File: config.mk
export PLATFORM = sky130hd
export DESIGN_NAME = fifo_wr_arbiter
export DESIGN_NICKNAME = d
export VERILOG_FILES = /design/src/rtl/fifo_arb_pkg.sv /design/src/rtl/fifo_wr_arbiter_rr_pick.sv /design/src/rtl/fifo_wr_arbiter.sv
export SDC_FILE = /design/constraint.sdc
export NUM_CORES = 1
export LEC_CHECK = 0
export ABC_AREA = 1
export BUFFER_PORTS_ARGS = -buffer_cell sky130_fd_sc_hd__buf_4
export CORE_MARGIN = 2
export CORE_UTILIZATION = 49
export CTS_CLUSTER_SIZE = 20
export DETAILED_ROUTE_END_ITERATION = 8
export GPL_TIMING_DRIVEN = 0
export PLACE_DENSITY = 0.87
export SYNTH_ARGS = -nofsm -noshare
export SYNTH_HDL_FRONTEND = slang
export SYNTH_SLANG_ARGS = --single-unit
File: constraint.sdc
create_clock -name clk -period 3.4 [get_ports clk]
set_clock_uncertainty 0.2 [all_clocks]
set_input_delay 0.68 -clock clk [delete_from_list [all_inputs] [get_ports clk]]
set_output_delay 0.68 -clock clk [all_outputs]
set_load 0.05 [all_outputs]
File: src/rtl/fifo_arb_pkg.sv
// Shared types and sizing helpers for the FIFO write-port arbiter.
package fifo_arb_pkg;

  // Arbiter FSM: IDLE picks the next owner, OWN streams that owner's words.
  typedef enum logic {
    IDLE = 1'b0,
    OWN  = 1'b1
  } arb_state_e;

  // Width of a producer index; a single producer still needs one bit.
  function automatic int id_width(input int num_req);
    return (num_req <= 1) ? 1 : $clog2(num_req);
  endfunction

  // Width of a burst counter able to hold 0..max_burst.
  function automatic int cnt_width(input int max_burst);
    return (max_burst < 1) ? 1 : $clog2(max_burst + 1);
  endfunction

endpackage

File: src/rtl/fifo_wr_arbiter_rr_pick.sv
// Rotated priority encoder: finds the first asserted request at or after
// rr_ptr, wrapping from NUM_REQ-1 back to 0.
module rr_pick
  import fifo_arb_pkg::*;
#(
  parameter  int NUM_REQ = 4,
  localparam int ID_W    = id_width(NUM_REQ)
) (
  input  logic [NUM_REQ-1:0] req,
  input  logic [ID_W-1:0]    rr_ptr,
  output logic               found,
  output logic [ID_W-1:0]    idx
);

  // Scan rr_ptr, rr_ptr+1, ... modulo NUM_REQ and keep the first hit.
  always_comb begin
    int              cand;
    logic [ID_W-1:0] cand_idx;
    found    = 1'b0;
    idx      = '0;
    cand     = 0;
    cand_idx = '0;
    for (int off = 0; off < NUM_REQ; off++) begin
      // The modulo keeps every candidate inside 0..NUM_REQ-1, so indices
      // beyond the last producer never appear for non-power-of-2 counts.
      cand     = (int'(rr_ptr) + off) % NUM_REQ;
      cand_idx = ID_W'(cand);
      if (!found && req[cand_idx]) begin
        found = 1'b1;
        idx   = cand_idx;
      end
    end
  end

endmodule

File: src/rtl/fifo_wr_arbiter.sv
// Shares the single write port of an async FIFO between NUM_REQ producers.
// Round-robin ownership, at most MAX_BURST words per grant, and the FIFO
// full flag gates every write so no word is presented while full.
//
// Handshake: a producer raises req[i] with stable req_data slice i and holds
// both until ack[i]. ack[i] is a combinational accept in the same cycle the
// word is driven onto fifo_wdata with fifo_winc high; the word is taken on
// that clock edge and the producer may drop req or present its next word
// right after it.
module fifo_wr_arbiter
  import fifo_arb_pkg::*;
#(
  parameter  int NUM_REQ    = 4,
  parameter  int DATA_WIDTH = 8,
  parameter  int MAX_BURST  = 4,
  localparam int ID_W       = id_width(NUM_REQ)
) (
  input  logic                          clk,
  input  logic                          rst_n,
  input  logic [NUM_REQ-1:0]            req,
  input  logic [NUM_REQ*DATA_WIDTH-1:0] req_data,
  input  logic                          fifo_full,
  output logic [NUM_REQ-1:0]            ack,
  output logic                          fifo_winc,
  output logic [DATA_WIDTH-1:0]         fifo_wdata,
  output logic [ID_W-1:0]               grant_id,
  output logic                          busy
);

  localparam int CNT_W = cnt_width(MAX_BURST);

  localparam logic [ID_W-1:0]  LAST_ID   = ID_W'(NUM_REQ - 1);
  localparam logic [CNT_W-1:0] LAST_BEAT = CNT_W'(MAX_BURST - 1);

  arb_state_e       state_q, state_d;
  logic [ID_W-1:0]  owner_q, owner_d;
  logic [ID_W-1:0]  rr_ptr_q, rr_ptr_d;
  logic [CNT_W-1:0] burst_cnt_q, burst_cnt_d;

  logic             pick_found;
  logic [ID_W-1:0]  pick_idx;
  logic             owner_req;
  logic             xfer;
  logic [ID_W-1:0]  owner_next;

  rr_pick #(
    .NUM_REQ (NUM_REQ)
  ) u_rr_pick (
    .req    (req),
    .rr_ptr (rr_ptr_q),
    .found  (pick_found),
    .idx    (pick_idx)
  );

  // Owner-side handshake terms; a transfer only ever happens while owning.
  always_comb begin
    owner_req  = req[owner_q];
    xfer       = (state_q == OWN) && owner_req && !fifo_full;
    owner_next = (owner_q == LAST_ID) ? '0 : owner_q + ID_W'(1);
  end

  // Next-state logic and write-port outputs.
  always_comb begin
    state_d     = state_q;
    owner_d     = owner_q;
    rr_ptr_d    = rr_ptr_q;
    burst_cnt_d = burst_cnt_q;
    ack         = '0;
    fifo_winc   = 1'b0;
    fifo_wdata  = '0;

    unique case (state_q)
      IDLE: begin
        // Arbitration cycle: no write here, so a fresh grant costs one cycle.
        if (pick_found) begin
          owner_d     = pick_idx;
          burst_cnt_d = '0;
          state_d     = OWN;
        end
      end

      OWN: begin
        if (xfer) begin
          fifo_winc      = 1'b1;
          ack[owner_q]   = 1'b1;
          fifo_wdata     = req_data[int'(owner_q)*DATA_WIDTH +: DATA_WIDTH];
        end

        // Give up the port when the owner goes quiet or its last beat is
        // accepted; a full stall alone never releases (no timeout).
        if (!owner_req || (xfer && burst_cnt_q == LAST_BEAT)) begin
          state_d  = IDLE;
          rr_ptr_d = owner_next;
        end else if (xfer) begin
          burst_cnt_d = burst_cnt_q + CNT_W'(1);
        end
      end

      default: begin
        state_d = IDLE;
      end
    endcase
  end

  // State registers with asynchronous active-low reset.
  always_ff @(posedge clk or negedge rst_n) begin
    if (!rst_n) begin
      state_q     <= IDLE;
      owner_q     <= '0;
      rr_ptr_q    <= '0;
      burst_cnt_q <= '0;
    end else begin
      state_q     <= state_d;
      owner_q     <= owner_d;
      rr_ptr_q    <= rr_ptr_d;
      burst_cnt_q <= burst_cnt_d;
    end
  end

  // Status outputs straight from registers so reset clears them at once.
  always_comb begin
    grant_id = owner_q;
    busy     = (state_q == OWN);
  end

endmodule

==> results.yml <==
outcome:
  status: "finished clean"
layout:
  fin_cells: 266
  fin_nets: 286
  antenna_cells: 0
  final_util_pct: 75.9
  final_area_um2: 1520
  multi_input_area_um2: 732
  syn_to_final_growth_pct: 43.6
  fill_cells: 185
  regArea_um2: 200
  drive_above_1_share_pct: 33.9
routing:
  drcViolationCount: 0
  initialDrtViolationCount: 28
  wl_met2_um: 1650
  met1Wirelength_um: 1390
  wl_met3_um: 215
  vias: 1345
  drtAntennaViolNets: 0
  finalWirelength_um: 3290
  vias_per_cell: 5.06
  drt_first_pass_iters: 4
  highest_layer: "met4"
  detail_route.wl_per_cell_um: 12.4
sta:
  hold_viol_final: 0
  setup_slack_ps: 562
  tightest_slew_ps: 444
  setup_viol: 0
  fin_crit_ps: 2840
  rsz0062_at_grt: "no"
  drv_slew: 0
  fin_setup_tns_ps: 0
  holdWs_ps: 23.8
  fin_crit_sh_pct: 83.5
  max_freq_mhz: 352
  slew_headroom_pct: 70.4
synthesis:
  synth_common_cells: "48 x nand2_1, 41 x nor2_1, 23 x o21ai_0, 14 x inv_1, 10 x nand3_1"
  ys_seq_area_share_pct: 18.9
  synth_cells: 182
  ys_warn_count: 0
  synth_top_area_share_pct: 18.9
  synthFlopType: "dfrtp_1"
  synth_top_area_cell: "dfrtp_1"
  synth_nets: 227
  synth_area_um2: 1060
  synthArstFlopShare_pct: 100
  syn_avg_cell_area_um2: 5.82
  netlist-cell-type-count: 22
  synth_area_leaders: "dfrtp_1 19%, nand2_1 17%, nor2_1 15%"
  synth_edf_count: 0
  synth_seq_cells: 8
  synth_most_common_cell: "nand2_1"
clocking:
  clockRootBuffer: "clkbuf_4"
  cts_buffer_depth: 2
  clkLatencyLatePin_ps: 270
  htreeDepth: 1
  clk_pin_slew_ps: 60
  cts_tree: "yes"
  post_cts_buffers: 0
  hold_buffers: 0
  cts_num_sinks: 8
  numCtsBuffers: 3
  ctsResizeCount: 0
place:
  place_congestion: 0.889
  dpl.hpwl_um: 2570
  placed_area_um2: 1500
  dpl.cell_count: 263
  post-place-ws_ps: 670
  place.port_buffers: 54
power_and_ir_drop:
  seq_power_share_pct: 13.7
  p_switching_mw: 0.839
  power.leakage_nw: 0.837
  swShare_pct: 60.4
  intPower_mw: 0.550
  powerDensity_nw_per_um2: 913
  power_mw: 1.39
  combPwrFrac_pct: 80.8
  pwr-share-clk_pct: 5.5
  vdd_drop_max_mv: 0.673
setup_path:
  rrSetupSlack_ps: 1520
  end_kind: "output pin"
  reg2regPathDepth: 5
  start_kind: "register"
  cp.required_ps: 2520
  reg2reg_from: "grant_id[0]"
  crit_arrival_ps: 1960
  path_buf_inv: 4
  worst_path_max_delay_cell: "dfrtp_1"
  worstSetupPathType: "reg -> out"
  cp_top_family: "buffers and inverters"
  path_max_fanout: 10
  path_cells: "buf_2 -> o21ai_1 -> nand2_2 -> nor3_4 -> inv_2 -> buf_6 -> a21oi_2 -> buf_4"
  regToRegEndpoint: "rr_ptr_q[1]"
  slowest_delay_ps: 450
run:
  maxCapViolations: 0
grt:
  grt.total_usage_pct: 27.2
  grt_first_pass_wirelength_um: 5510
  grt_overflow: 0
  grt_antenna_before_repair: 0
  grt_pass1_vias: 1313
  grt_start_max_net_pins: 12
die:
  dieWidth_um: 50.5
  row_count: 16
  initial_core_util_pct: 52.9
  dieArea_um2: 2550
  core_area_um2: 2000
  ioPinCount: 55
  die_h_um: 50.5
worst_hold_path:
  hp-class: "in -> async"
[flip-flops by register name, indices dropped and copies added (netlist names)]
name / count
rr_ptr_q: 2
burst_cnt_q: 3
busy: 1
grant_id: 2
[layout make-up]
type | instances | share of cell area (%)
Multi-Input combinational cell | 148 | 48.1
Timing Repair Buffer | 54 | 26.7
Sequential cell | 8 | 13.2
Inverter | 19 | 4.69
Buffer | 7 | 3.62
Tap cell | 27 | 2.22
Clock buffer | 3 | 1.48
[routing by layer]
| metal | vias up | global-route usage, % |
|---|---|---|
| met5 | - | 0 |
| met4 | 0 | 4.05 |
| met3 | 4 | 7.14 |
| met2 | 45 | 46.5 |
| met1 | 605 | 34.9 |
| li1 | 691 | - |
[worst max path at each step]
stage,start,end,slack [ps],cells past startpoint
floorplan,grant_id[1],ack[0],-50,9
CTS,grant_id[0],fifo_wdata[1],570,8
detailed placement,req[2],fifo_wdata[1],670,9
global route,grant_id[0],fifo_wdata[6],440,9
global placement,req[2],fifo_wdata[4],690,9
finish,grant_id[0],fifo_wdata[1],560,8
[cells by family (layout without fill, tap and decap cells)]
group | count (synthesis) | after routing | share of synthesized area (%)
AND/OR/NAND/NOR | 108 | 108 | 43.9
flip-flops | 8 | 8 | 18.9
AO/OA/AOI/OAI | 34 | 34 | 18.2
buffers and inverters | 26 | 83 | 11.9
adder cells (fa/ha/maj) | 6 | 6 | 7.09
[layout by cell type, fill, tap and decap left out, drive strengths merged]
cell	n
ha	6
nand3b	1
nand2	52
nor3	1
nand3	12
nor2	42
dfrtp	8
clkbuf	4
clkinv	1
o21ai	24
buf	60
inv	18
a21oi	10
[power by group through the flow]
| stage | clock network [mW] | logic, mW | registers [mW] |
|---|---|---|---|
| after floorplan | 0 | 0.783 | 0.239 |
| after global placement | 0 | 1.07 | 0.183 |
| after detailed placement | 0 | 1.11 | 0.189 |
| after CTS | 0.0770 | 1.12 | 0.189 |
| after global routing | 0.0818 | 1.25 | 0.192 |
| final | 0.0764 | 1.12 | 0.190 |
[worst register-to-register path, stage by stage, from the launching register on]
cell	delay, ps
dfrtp_1	460
clkinv_1	280
clkbuf_1	310
ha_1	350
nand2_1	70
o21ai_0	80
Note: power is estimated with default switching activity, not from simulation.
